===== src/rtl/shift_unit.sv =====
// Multi-cycle barrel-lite shifter: shifts the captured operand by up to STEP
// bit positions per clock until the requested amount is consumed.
module shift_unit #(
    parameter int WIDTH   = 32,
    parameter int STEP    = 4,
    parameter int SHAMT_W = 5
) (
    input  logic               clk,
    input  logic               rst_n,
    input  logic               start,
    input  logic [1:0]         op,
    input  logic [WIDTH-1:0]   din,
    input  logic [SHAMT_W-1:0] shamt,
    input  logic               flush,
    output logic               busy,
    output logic               done,
    output logic [WIDTH-1:0]   dout
);

    typedef enum logic [1:0] {
        OP_SLL = 2'b00,
        OP_SRL = 2'b01,
        OP_SRA = 2'b10,
        OP_ROL = 2'b11
    } op_t;

    typedef enum logic {
        IDLE  = 1'b0,
        SHIFT = 1'b1
    } state_t;

    state_t             state;
    op_t                op_q;
    logic [WIDTH-1:0]   work;
    logic [WIDTH-1:0]   shifted;
    logic [SHAMT_W-1:0] remaining;
    logic [SHAMT_W-1:0] step_k;

    assign busy = (state == SHIFT);

    // Per-cycle amount is min(STEP, remaining); never exceeds remaining, so no underflow.
    always_comb begin
        // NOTE: every always_comb output gets a default first so no path leaves it unassigned (no latch).
        step_k  = remaining;
        shifted = work;
        if (remaining > SHAMT_W'(STEP)) begin
            step_k = SHAMT_W'(STEP);
        end
        unique case (op_q)
            OP_SLL: shifted = work << step_k;
            OP_SRL: shifted = work >> step_k;
            OP_SRA: shifted = $signed(work) >>> step_k;
            OP_ROL: shifted = (work << step_k) | (work >> (WIDTH - int'(step_k)));
        endcase
    end

    always_ff @(posedge clk or negedge rst_n) begin
        // NOTE: sequential state uses non-blocking assignments so every register samples pre-edge values.
        if (!rst_n) begin
            state     <= IDLE;
            op_q      <= OP_SLL;
            work      <= '0;
            remaining <= '0;
            dout      <= '0;
            done      <= 1'b0;
        end else begin
            done <= 1'b0;
            if (flush) begin
                // Abort wins over capture and completion alike.
                state     <= IDLE;
                remaining <= '0;
            end else begin
                unique case (state)
                    IDLE: begin
                        if (start) begin
                            work      <= din;
                            op_q      <= op_t'(op);
                            remaining <= shamt;
                            state     <= SHIFT;
                        end
                    end
                    SHIFT: begin
                        if (remaining != '0) begin
                            work      <= shifted;
                            remaining <= remaining - step_k;
                        end else begin
                            dout  <= work;
                            done  <= 1'b1;
                            state <= IDLE;
                        end
                    end
                endcase
            end
        end
    end

endmodule


===== config.mk =====
export PLATFORM = sky130hd
export DESIGN_NAME = shift_unit
export DESIGN_NICKNAME = d
export VERILOG_FILES = /design/src/rtl/shift_unit.sv
export SDC_FILE = /design/constraint.sdc
export NUM_CORES = 1
export LEC_CHECK = 0
export ABC_CLOCK_PERIOD_IN_PS = 5800
export BUFFER_PORTS_ARGS = -buffer_cell sky130_fd_sc_hd__buf_4
export CAP_MARGIN = 20
export CORE_ASPECT_RATIO = 1.1
export CORE_MARGIN = 2
export CORE_UTILIZATION = 55
export CTS_CLUSTER_DIAMETER = 100
export CTS_CLUSTER_SIZE = 12
export DETAILED_ROUTE_END_ITERATION = 10
export PLACE_DENSITY = 0.84
export REMOVE_ABC_BUFFERS = 1
export SLEW_MARGIN = 20
export SYNTH_ARGS = -nofsm -noshare
export SYNTH_HDL_FRONTEND = slang
export SYNTH_SLANG_ARGS = --single-unit

===== constraint.sdc =====
create_clock -name clk -period 5.8 [get_ports clk]
set_clock_uncertainty 0.2 [all_clocks]
set_input_delay 1.16 -clock clk [delete_from_list [all_inputs] [get_ports clk]]
set_output_delay 1.16 -clock clk [all_outputs]
set_load 0.05 [all_outputs]

==> results of run 1 <==
==> cells in the mapped netlist (all sizes together), types with 2 or more instances <==
cell     count
xnor2        2
a21o         5
a221oi       8
a32o         2
a21oi       66
o311ai       2
nand2      121
nand3b       2
mux4        13
and3        10
nand2b       3
ha           3
o32ai        2
o22ai        8
o31a         4
o31ai        5
conb         2
a31oi       28
mux2i       45
a2bb2oi      6
nand3       29
a211oi      12
clkbuf      65
nor2b        5
o211ai      11
mux2        49
a221o        3
o22a         2
inv          9
nor3        14
o21ai       66
or3         19
dfrtp       73
a311oi       4
nor2        63
a32oi        3
buf         31
a22oi        4
and2         5
nor4b        3
==> final timing paths <==
path | startpoint | endpoint | cells after the start
worst max-delay path | remaining[0] | work[17] | 8
worst min-delay path | dout[18] | dout[18] | 2
worst max register to register | remaining[0] | work[17] | 8
worst min register to register | dout[18] | dout[18] | 2
max in group asynchronous | rst_n | dout[6] | 1
min in group asynchronous | rst_n | dout[23] | 1
==> logic make-up (layout without fill, tap and decap cells) <==
family                   Yosys count  count (layout)
flip-flops                        73              73
AND/OR/NAND/NOR                  279             279
adder cells (fa/ha/maj)            3               3
XOR/XNOR                           3               3
AO/OA/AOI/OAI                    251             251
multiplexers                     107             107
other                              2               2
buffers and inverters            106             115
==> stage by stage <==
step | hold slack, ns | instance area [sq um] | total power [mW] | std cells | util (%)
finish | 0.2992 | 7346 | 3.601 | 983 | 63.64
detailed placement | 0.2906 | 7033 | 2.934 | 967 | 60.93
global route | 0.3184 | 7346 | 3.775 | 983 | 63.64
global placement | 0.2661 | 7033 | 2.904 | 967 | 60.93
CTS | 0.3036 | 7346 | 3.544 | 983 | 63.64
floorplan | 0.3374 | 6145 | 2.289 | 728 | -
==> report_power, final <==
group          switching [mW]  leakage (nW)  internal (mW)  total, mW
combinational            1.24          2.07          0.729       1.97
clock                   0.227         0.146          0.376      0.603
sequential              0.334         0.859          0.697       1.03
==> layer usage <==
metal / wire (microns) / global-route usage (%) / up-vias
li1: - / - / 3031
met1: 8559 / 48.22 / 3246
met2: 9819 / 52.67 / 547
met3: 2726 / 8.660 / 114
met4: 1157 / 17.23 / 0
met5: 0 / 0 / -
==> worst max-delay path, delay by kind of cell, from the launching register on <==
kind,cells,cell delay (ns)
flops,1,1.05
fa+ha+maj,1,0.82
buf+inv,2,0.60
compound gates,3,0.58
simple gates,1,0.47
mux,1,0.34
==> layout make-up <==
type                    instances  area, sq um  share of cell area (%)
clock buffers                  11        232.7                   3.168
repair buffers                 89        668.1                   9.096
inverters                      10        42.54                  0.5791
clock inverters                 5        80.08                   1.090
well taps                     150        187.7                   2.555
flip-flops and latches         73         1827                   24.87
multi-input cells             645         4308                   58.64
==> flip-flops by register name (all words and copies together), names as in the netlist <==
register / cells
done: 1
work: 32
remaining: 5
busy: 1
dout: 32
op_q: 2
==> impl_results.md, run 1 <==
- Status: finished clean
- CTS tree: done
- Synth Flop Type: dfrtp_1
- I/O Buffers: 76
- Share of layout cells above drive strength 1: 21.13%
- Antenna Cells: 0
- Vias in the first global route: 6,449
- CP cell instances: nor4b_4, inv_6, ha_1, buf_4, mux4_1, a21oi_1, o21ai_0, a221o_1
- DRT Pass-1 Iters: 7
- DR vias/cell: 7.058
- Clock Tree Buf Depth: 2
- Critical Path RT: 5.83 ns
- Pre-CTS WS: 1.714 ns
- Endpoints failing setup: 0
- Area leader, netlist: dfrtp_1
- Die Span X: 108.2 microns
- Mapped Avg Cell Area: 7.976 sq um
- Setup TNS: 0 ns
- Cell Rows: 41
- CTS sink cnt: 73
- Core Area: 0.01154 sq mm
- ANT nets after route: 0
- # fillers: 1,025
- Adder-cell share of the synthesized area: 0.5711%
- Clk Latency, worst-skew pair: 0.34 ns
- Post-synthesis mux area share: 19.99%
- Largest family of logic cells by synthesized area: compound AO/OA/AOI/OAI gates
- First-pass GRT wire length: 35,670 microns
- Max-slew violation count: 0
- Nets: 874
- Area Overhead vs Synth: 11.76%
- Hold Buf Count CTS: 0
- Kind of critical path: reg2reg
- RSZ-0062 raised after global routing: no
- Via count: 6,938
- Synth Area in Compound Gates: 24.04%
- Root buf cell: clkbuf_16
- Worst-path clk slew: 0.06 ns
- Commonest non-fill, non-tap cell in the layout: nand2_1
- Period utilization: 72.43%
- Initial antenna violation count: 0
- Maximum VDD drop: 0.0002437 V
- Highest clock rate: 0.2380 GHz
- # DRC: 0
- Synth Warn #: 0
- Average routed wire per standard cell: 22.65 microns
- Post-synth cell types: 73
- Fin crit period: 4.201 ns
- Static Leak: 3.073 nW
- Slew Limit Headroom: 28.31%
- CP arrival: 4.23 ns
- Initial Util: 56.94%
- Post-Synth XOR/XNOR Area: 0.3998%
- Synth top area cells: dfrtp_1 28%, mux2_2 8.2%, mux2i_1 6.9%
- DP HPWL: 13,890 microns
- Synthesis-stage register bit count: 73
- Die outline height: 118.7 microns
- Seq/Total Area, Yosys: 27.79%
- Tot GR Track Use: 35.50%
- # resized after CTS: 0
- Slowest stage delay, CP: 1.05 ns
- Worst setup margin: 1.599 ns
- Slew @ Worst Pin: 1.075 ns
- Pwr dens: 490.3 mW/mm^2
- Routability congestion estimate: 1.025
- Tightest Hold Check Type: reg2reg
- Die footprint: 0.01284 sq mm
- Pin count of the biggest net entering global routing: 74
- Max cap viols: 0
- Htree depth: 3
- Crit-path slowest cell: dfrtp_1
- Final hold violations: 0
- Asr flop ratio synth: 100.0%
- Synth Area in Simple Gates: 19.93%
- Crit end category: flop
- # IOs: 77
- Grt total ovfl: 0
- Post-synth EDFFs: 0
- Top cell type's share of synthesized area: 27.79%
- Synthesized instance count: 824
- Synthesized area: 0.006573 sq mm
- Final WL: 22,260 microns
- Reg2reg setup slack: 1.60 ns
- CTS buffer count: 9
- Maximum fanout along the worst path: 51
- Postcts setup bufs: 0
- Most frequent cells in the layout: 120 x nand2_1, 89 x buf_4, 73 x dfrtp_1
- Iter 0 DRT Violations: 983
- Nature of the critical path startpoint: flop
Note: power is estimated with default switching activity, not from simulation.
==> inputs of run 2 (changes only) <==
- ABC_AREA: not set -> 1
- ABC_CLOCK_PERIOD_IN_PS: 5800 -> 4150
- clock period: 5.8 -> 4.15 ns (I/O delays scaled with it)
==> impl_results.md, run 2 <==
- Iter 0 DRT Violations: 554 (was 983)
- ANT nets after route: 0 (unchanged)
- Static Leak: 3.332 nW (was 3.073 nW)
- Maximum VDD drop: 0.0004273 V (was 0.0002437 V)
- First-pass GRT wire length: 31,870 microns (was 35,670 microns)
- Mapped Avg Cell Area: 6.317 sq um (was 7.976 sq um)
- Die outline height: 113.3 microns (was 118.7 microns)
- Synth top area cells: dfrtp_1 31%, nand2_1 19%, o21ai_0 7.5% (was dfrtp_1 28%, mux2_2 8.2%, mux2i_1 6.9%)
- Nature of the critical path startpoint: flop (unchanged)
- Htree depth: 3 (unchanged)
- Max cap viols: 0 (unchanged)
- CP cell instances: nor2_4, nand2_8, nor2_8, inv_2, ha_1, inv_2, nand3_1, nand2_1, nand2_1, nand2_1, nand2_1, nand3_1, nand2_1, a21oi_1 (was nor4b_4, inv_6, ha_1, buf_4, mux4_1, a21oi_1, o21ai_0, a221o_1)
- # fillers: 1,042 (was 1,025)
- CTS tree: done (unchanged)
- Critical Path RT: 4.21 ns (was 5.83 ns)
- Crit-path slowest cell: ha_1 (was dfrtp_1)
- Worst setup path endpoint: work[4] (was work[17])
- Worst R2R End: work[4] (was work[17])
- CTS buffer count: 9 (unchanged)
- Maximum fanout along the worst path: 40 (was 51)
- Period utilization: 79.32% (was 72.43%)
- Non-Filler Instances: 1,133 (was 983)
- Share of layout cells above drive strength 1: 13.43% (was 21.13%)
- I/O Buffers: 76 (unchanged)
- Commonest non-fill, non-tap cell in the layout: nand2_1 (unchanged)
- DR vias/cell: 5.971 (was 7.058)
- Tightest Hold Check Type: reg2reg (unchanged)
- Slew @ Worst Pin: 0.9296 ns (was 1.075 ns)
- # resized after CTS: 0 (unchanged)
- Highest clock rate: 0.3038 GHz (was 0.2380 GHz)
- Cell Rows: 39 (was 41)
- Top cell type's share of synthesized area: 30.60% (was 27.79%)
- Final Util: 64.26% (was 63.64%)
- Initial antenna violation count: 0 (unchanged)
- Routability congestion estimate: 0.9704 (was 1.025)
- Top-count cell post-synth: nand2_1 (unchanged)
- DP HPWL: 13,250 microns (was 13,890 microns)
- Final WL: 19,260 microns (was 22,260 microns)
- Kind of critical path: reg2reg (unchanged)
- Vias in the first global route: 6,451 (was 6,449)
- Max-slew violation count: 0 (unchanged)
- Area Overhead vs Synth: 12.93% (was 11.76%)
- Worst setup path start: remaining[3] (was remaining[0])
- Synthesized area: 0.005969 sq mm (was 0.006573 sq mm)
- RSZ-0062 raised after global routing: no (unchanged)
- Status: finished clean (unchanged)
- Area leader, netlist: dfrtp_1 (unchanged)
- Synthesized instance count: 945 (was 824)
- Tot GR Track Use: 34.73% (was 35.50%)
- Post-synth EDFFs: 0 (unchanged)
- Reg2reg setup slack: 0.86 ns (was 1.60 ns)
- Final Cell Area: 0.006741 sq mm (was 0.007346 sq mm)
- Clock Tree Buf Depth: 2 (unchanged)
- Antenna Cells: 0 (unchanged)
- Final hold violations: 0 (unchanged)
- Slew Limit Headroom: 37.94% (was 28.31%)
- Reg2reg path depth: 14 (was 8)
- Synth Flop Type: dfrtp_1 (unchanged)
- Seq/Total Area, Yosys: 30.60% (was 27.79%)
- Worst R2R Start: remaining[3] (was remaining[0])
- Most frequent cells in the layout: 304 x nand2_1, 89 x o21ai_0, 88 x buf_4 (was 120 x nand2_1, 89 x buf_4, 73 x dfrtp_1)
- Pre-CTS WS: 0.9325 ns (was 1.714 ns)
- Fin crit period: 3.292 ns (was 4.201 ns)
- Worst setup margin: 0.8582 ns (was 1.599 ns)
- Cells after DPL: 1,117 (was 967)
- Post-synth cell types: 40 (was 73)
- Hold Buf Count CTS: 0 (unchanged)
- Root buf cell: clkbuf_16 (unchanged)
- Postcts setup bufs: 0 (unchanged)
- Worst-path clk slew: 0.06 ns (about the same)
- Asr flop ratio synth: 100.0% (unchanged)
- Die Span X: 103.3 microns (was 108.2 microns)
- Via count: 6,765 (was 6,938)
- Pwr dens: 773.8 mW/mm^2 (was 490.3 mW/mm^2)
- Initial Util: 56.90% (was 56.94%)
- # IOs: 77 (unchanged)
- Slowest stage delay, CP: 0.45 ns (was 1.05 ns)
- Crit end category: flop (unchanged)
- CTS sink cnt: 73 (unchanged)
- Post-placement cell area: 0.006466 sq mm (was 0.007033 sq mm)
- Clk Latency, worst-skew pair: 0.34 ns (about the same)
- Endpoints failing setup: 0 (unchanged)
- Setup TNS: 0 ns (unchanged)
- Top flop regs: dout: 32 flops, work: 32 flops, remaining: 5 flops (unchanged)
- Nets: 1,031 (was 874)
- DRT Pass-1 Iters: 6 (was 7)
- Most Frequent Cell on Critical Path: nand2_1
- CP arrival: 3.35 ns (was 4.23 ns)
- Average routed wire per standard cell: 17.00 microns (was 22.65 microns)
- Synthesis-stage register bit count: 73 (unchanged)
- # DRC: 0 (unchanged)
- Die footprint: 0.01170 sq mm (was 0.01284 sq mm)
- Synth Warn #: 0 (unchanged)
- Core Area: 0.01049 sq mm (was 0.01154 sq mm)
- Commonest cells post-synth: 304 x nand2_1, 89 x o21ai_0, 75 x nor2_1, 73 x dfrtp_1, 71 x inv_1 (was 120 x nand2_1, 73 x dfrtp_1, 66 x a21oi_1, 66 x o21ai_0, 64 x clkbuf_1)
- Pin count of the biggest net entering global routing: 74 (unchanged)
- Grt total ovfl: 0 (unchanged)
[run 2: cell count changes after synthesis, sizes merged, moves of 14 or more]
cell | before | now
mux2 | 49 | 0
nand3 | 29 | 70
or3 | 19 | 0
mux2i | 45 | 0
inv | 9 | 84
nand4 | 1 | 17
nor3 | 14 | 0
o211ai | 11 | 26
o21ai | 66 | 126
nand2 | 121 | 308
nor2 | 63 | 83
a31oi | 28 | 4
clkbuf | 65 | 20
[run 2: kinds of logic (layout without fill, tap and decap cells)]
| logic type | count (synthesis) | count (layout) | synth area share, % |
|---|---|---|---|
| AND/OR/NAND/NOR | 480 | 480 | 34.27 |
| AO/OA/AOI/OAI | 243 | 243 | 23.16 |
| buffers and inverters | 143 | 188 | 11.07 |
| flip-flops | 73 | 73 | 30.60 |
| adder cells (fa/ha/maj) | 3 | 3 | 0.6289 |
| other | 2 | 2 | 0.1258 |
| XOR/XNOR | 1 | 1 | 0.1467 |
[run 2: layout make-up]
type / instances / area (sq um) / share of cell area, %
clock buffers: 13 / 260.3 / 3.860
well taps: 143 / 178.9 / 2.654
inverters: 84 / 317.8 / 4.714
clock inverters: 3 / 15.01 / 0.2227
repair buffers: 88 / 660.6 / 9.800
flip-flops and latches: 73 / 1827 / 27.10
multi-input cells: 729 / 3482 / 51.65
[run 2: how the worst min path moves through the flow]
stage | endpoint | startpoint | cells past startpoint | slack [ns]
floorplan | work[19] | work[19] | 2 | 0.25
global placement | dout[3] | dout[3] | 2 | 0.26
detailed placement | work[19] | work[19] | 2 | 0.27
CTS | work[19] | work[19] | 2 | 0.28
global route | work[19] | work[19] | 2 | 0.30
finish | dout[13] | dout[13] | 2 | 0.28
[run 2: critical path, delay by kind of cell, from the launching register on]
family                     cells  cell delay, ns
AOI/OAI and AO/OA              1            0.16
adders and majority gates      1            0.45
buffers and inverters          2            0.43
DFF                            1            0.44
and+or+nand+nor               10            1.53
[run 2: per-layer routing]
metal  share of wire [%]  track usage, %
met4                 3.1           15.53
met3                 9.8           6.115
met5                   0               0
met2                  45           53.72
met1                  42           47.23
[run 2: metrics by stage]
stage / total power [mW] / hold WS, ns
3_3_place_gp: 4.375 / 0.2646
6_report: 5.217 / 0.2830
2_1_floorplan: 3.459 / 0.2488
4_1_cts: 5.151 / 0.2850
3_5_place_dp: 4.399 / 0.2695
5_1_grt: 5.609 / 0.2951
[run 2: report_power, final]
group	internal [mW]	switching (mW)	total, mW
clock network	0.435	0.307	0.742
logic	0.949	2.29	3.24
registers	1.02	0.224	1.24
total	2.40	2.82	5.22
==> inputs of run 3 (changes only) <==
- ABC_AREA: 1 -> 0
- ABC_CLOCK_PERIOD_IN_PS: 4150 -> 3300
- clock period: 4.15 -> 3.3 ns (I/O delays scaled with it)
==> impl_results.md, run 3 (same netlist as run 1, synthesis figures left out) <==
- Die footprint: 0.01284 sq mm (was 0.01170 sq mm)
- Pin count of the biggest net entering global routing: 74 (unchanged)
- Grt total ovfl: 0 (unchanged)
- Clock Tree Buf Depth: 2 (unchanged)
- I/O Buffers: 76 (unchanged)
- CTS sink cnt: 73 (unchanged)
- # resized after CTS: 0 (unchanged)
- Antenna Cells: 0 (unchanged)
- Maximum VDD drop: 0.0005239 V (was 0.0004273 V)
- # fillers: 1,020 (was 1,042)
- Tightest Hold Check Type: in2async (was reg2reg)
- Die Span X: 108.2 microns (was 103.3 microns)
- RSZ-0062 raised after global routing: no (unchanged)
- ANT nets after route: 0 (unchanged)
- CTS tree: done (unchanged)
- Share of layout cells above drive strength 1: 23.48% (was 13.43%)
- Static Leak: 3.190 nW (was 3.332 nW)
- Commonest non-fill, non-tap cell in the layout: nand2_1 (unchanged)
- Power consumption: 6.290 mW (was 5.217 mW)
- Maximum fanout along the worst path: 18 (was 40)
- First-pass GRT wire length: 36,540 microns (was 31,870 microns)
- CP arrival: 3.06 ns (was 3.35 ns)
- DRT Pass-1 Iters: 7 (was 6)
- Highest clock rate: 0.3301 GHz (was 0.3038 GHz)
- Cell Rows: 41 (was 39)
- Fin crit period: 3.030 ns (was 3.292 ns)
- # IOs: 77 (unchanged)
- Period utilization: 91.81% (was 79.32%)
- Endpoints failing setup: 0 (unchanged)
- Max cap viols: 0 (unchanged)
- Status: finished clean (unchanged)
- Vias in the first global route: 6,544 (was 6,451)
- Average routed wire per standard cell: 22.95 microns (was 17.00 microns)
- Final Util: 65.04% (was 64.26%)
- Final WL: 23,090 microns (was 19,260 microns)
- Cells after DPL: 994 (was 1,117)
- Storage cell area: 0.001827 sq mm (unchanged)
- Core Area: 0.01154 sq mm (was 0.01049 sq mm)
- Routability congestion estimate: 1.013 (was 0.9704)
- Pwr dens: 837.9 mW/mm^2 (was 773.8 mW/mm^2)
- Max-slew violation count: 0 (unchanged)
- Clk Latency, worst-skew pair: 0.35 ns (was 0.34 ns)
- Root buf cell: clkbuf_16 (unchanged)
- Die outline height: 118.7 microns (was 113.3 microns)
- CTS buffer count: 9 (unchanged)
- DR vias/cell: 7.000 (was 5.971)
- Initial Util: 56.94% (was 56.90%)
- Crit end category: flop (unchanged)
- Nets: 901 (was 1,031)
- Hold Buf Count CTS: 0 (unchanged)
- Non-Filler Instances: 1,006 (was 1,133)
- DP HPWL: 15,350 microns (was 13,250 microns)
- Worst setup margin: 0.2702 ns (was 0.8582 ns)
- Htree depth: 3 (unchanged)
- Hold Slack: 0.2703 ns (was 0.2830 ns)
- Tot GR Track Use: 36.66% (was 34.73%)
- Pre-CTS WS: 0.3159 ns (was 0.9325 ns)
- Most frequent cells in the layout: 120 x nand2_1, 114 x buf_4, 73 x dfrtp_1 (was 304 x nand2_1, 89 x o21ai_0, 88 x buf_4)
- Worst-path clk slew: 0.06 ns (about the same)
- Slew @ Worst Pin: 0.9590 ns (was 0.9296 ns)
- Iter 0 DRT Violations: 942 (was 554)
- Slew Limit Headroom: 36.06% (was 37.94%)
- Nature of the critical path startpoint: flop (unchanged)
- Reg2reg path depth: 7 (was 14)
- Critical Path RT: 3.33 ns (was 4.21 ns)
- Via count: 7,042 (was 6,765)
- Initial antenna violation count: 0 (unchanged)
- # DRC: 0 (unchanged)
- Multi-input gate area: 0.004297 sq mm (was 0.003482 sq mm)
- Final hold violations: 0 (unchanged)
- Postcts setup bufs: 0 (unchanged)
- Top flop regs: dout: 32 flops, work: 32 flops, remaining: 5 flops (unchanged)
- Kind of critical path: reg2reg (unchanged)
- Area Overhead vs Synth: 14.22% (was 12.93%)
-- run 3: changes by cell type in the layout (fill, tap and decap cells not counted), sizes merged, moves of 20 or more --
cell,delta
nor2,-20
mux2i,+45
o21ai,-60
buf,+28
nand2,-187
a31oi,+24
inv,-75
nand3,-41
mux2,+49
-- run 3: area by class of cell --
| type | instances | share of cell area (%) |
|---|---|---|
| clock buffers | 11 | 3.367 |
| clock inverters | 1 | 0.06667 |
| inverters | 10 | 0.5667 |
| multi-input cells | 645 | 57.23 |
| flip-flops and latches | 73 | 24.33 |
| well taps | 150 | 2.500 |
| repair buffers | 116 | 11.93 |
-- run 3: critical path: stages (launching register included) --
cell and delay, ns:
dfrtp_1 0.51, nor4b_4 0.49, inv_6 0.04, ha_1 0.67, mux4_1 0.41, a32oi_1 0.20, a211oi_1 0.10, a211o_1 0.28
-- run 3: power by group --
group / total (mW) / internal, mW / switching [mW]
clock: 0.915 / 0.532 / 0.383
combinational: 3.60 / 1.36 / 2.24
sequential: 1.78 / 1.23 / 0.552
total: 6.29 / 3.11 / 3.18
-- run 3: final timing paths --
check / startpoint / end / slack, ns
setup reg to reg: remaining[3] / work[1] / 0.27
hold reg to reg: dout[25] / dout[25] / 0.30
min in group clk: dout[25] / dout[25] / 0.30
hold / removal: rst_n / dout[24] / 0.27
max in group asynchronous: rst_n / dout[10] / 2.01
setup / recovery: remaining[3] / work[1] / 0.27
-- run 3: metal layers --
metal / global-route usage, % / part of all wire (%)
met5: 0 / 0
met4: 16.67 / 4.1
met3: 7.501 / 11
met2: 54.21 / 45
met1: 51.35 / 39
-- run 3: metrics by stage --
stage	area [sq um]	setup TNS [ns]
after CTS	7507	0
after global routing	7507	0
final	7507	0
after floorplan	6145	-48.18
after global placement	7249	0
after detailed placement	7249	0
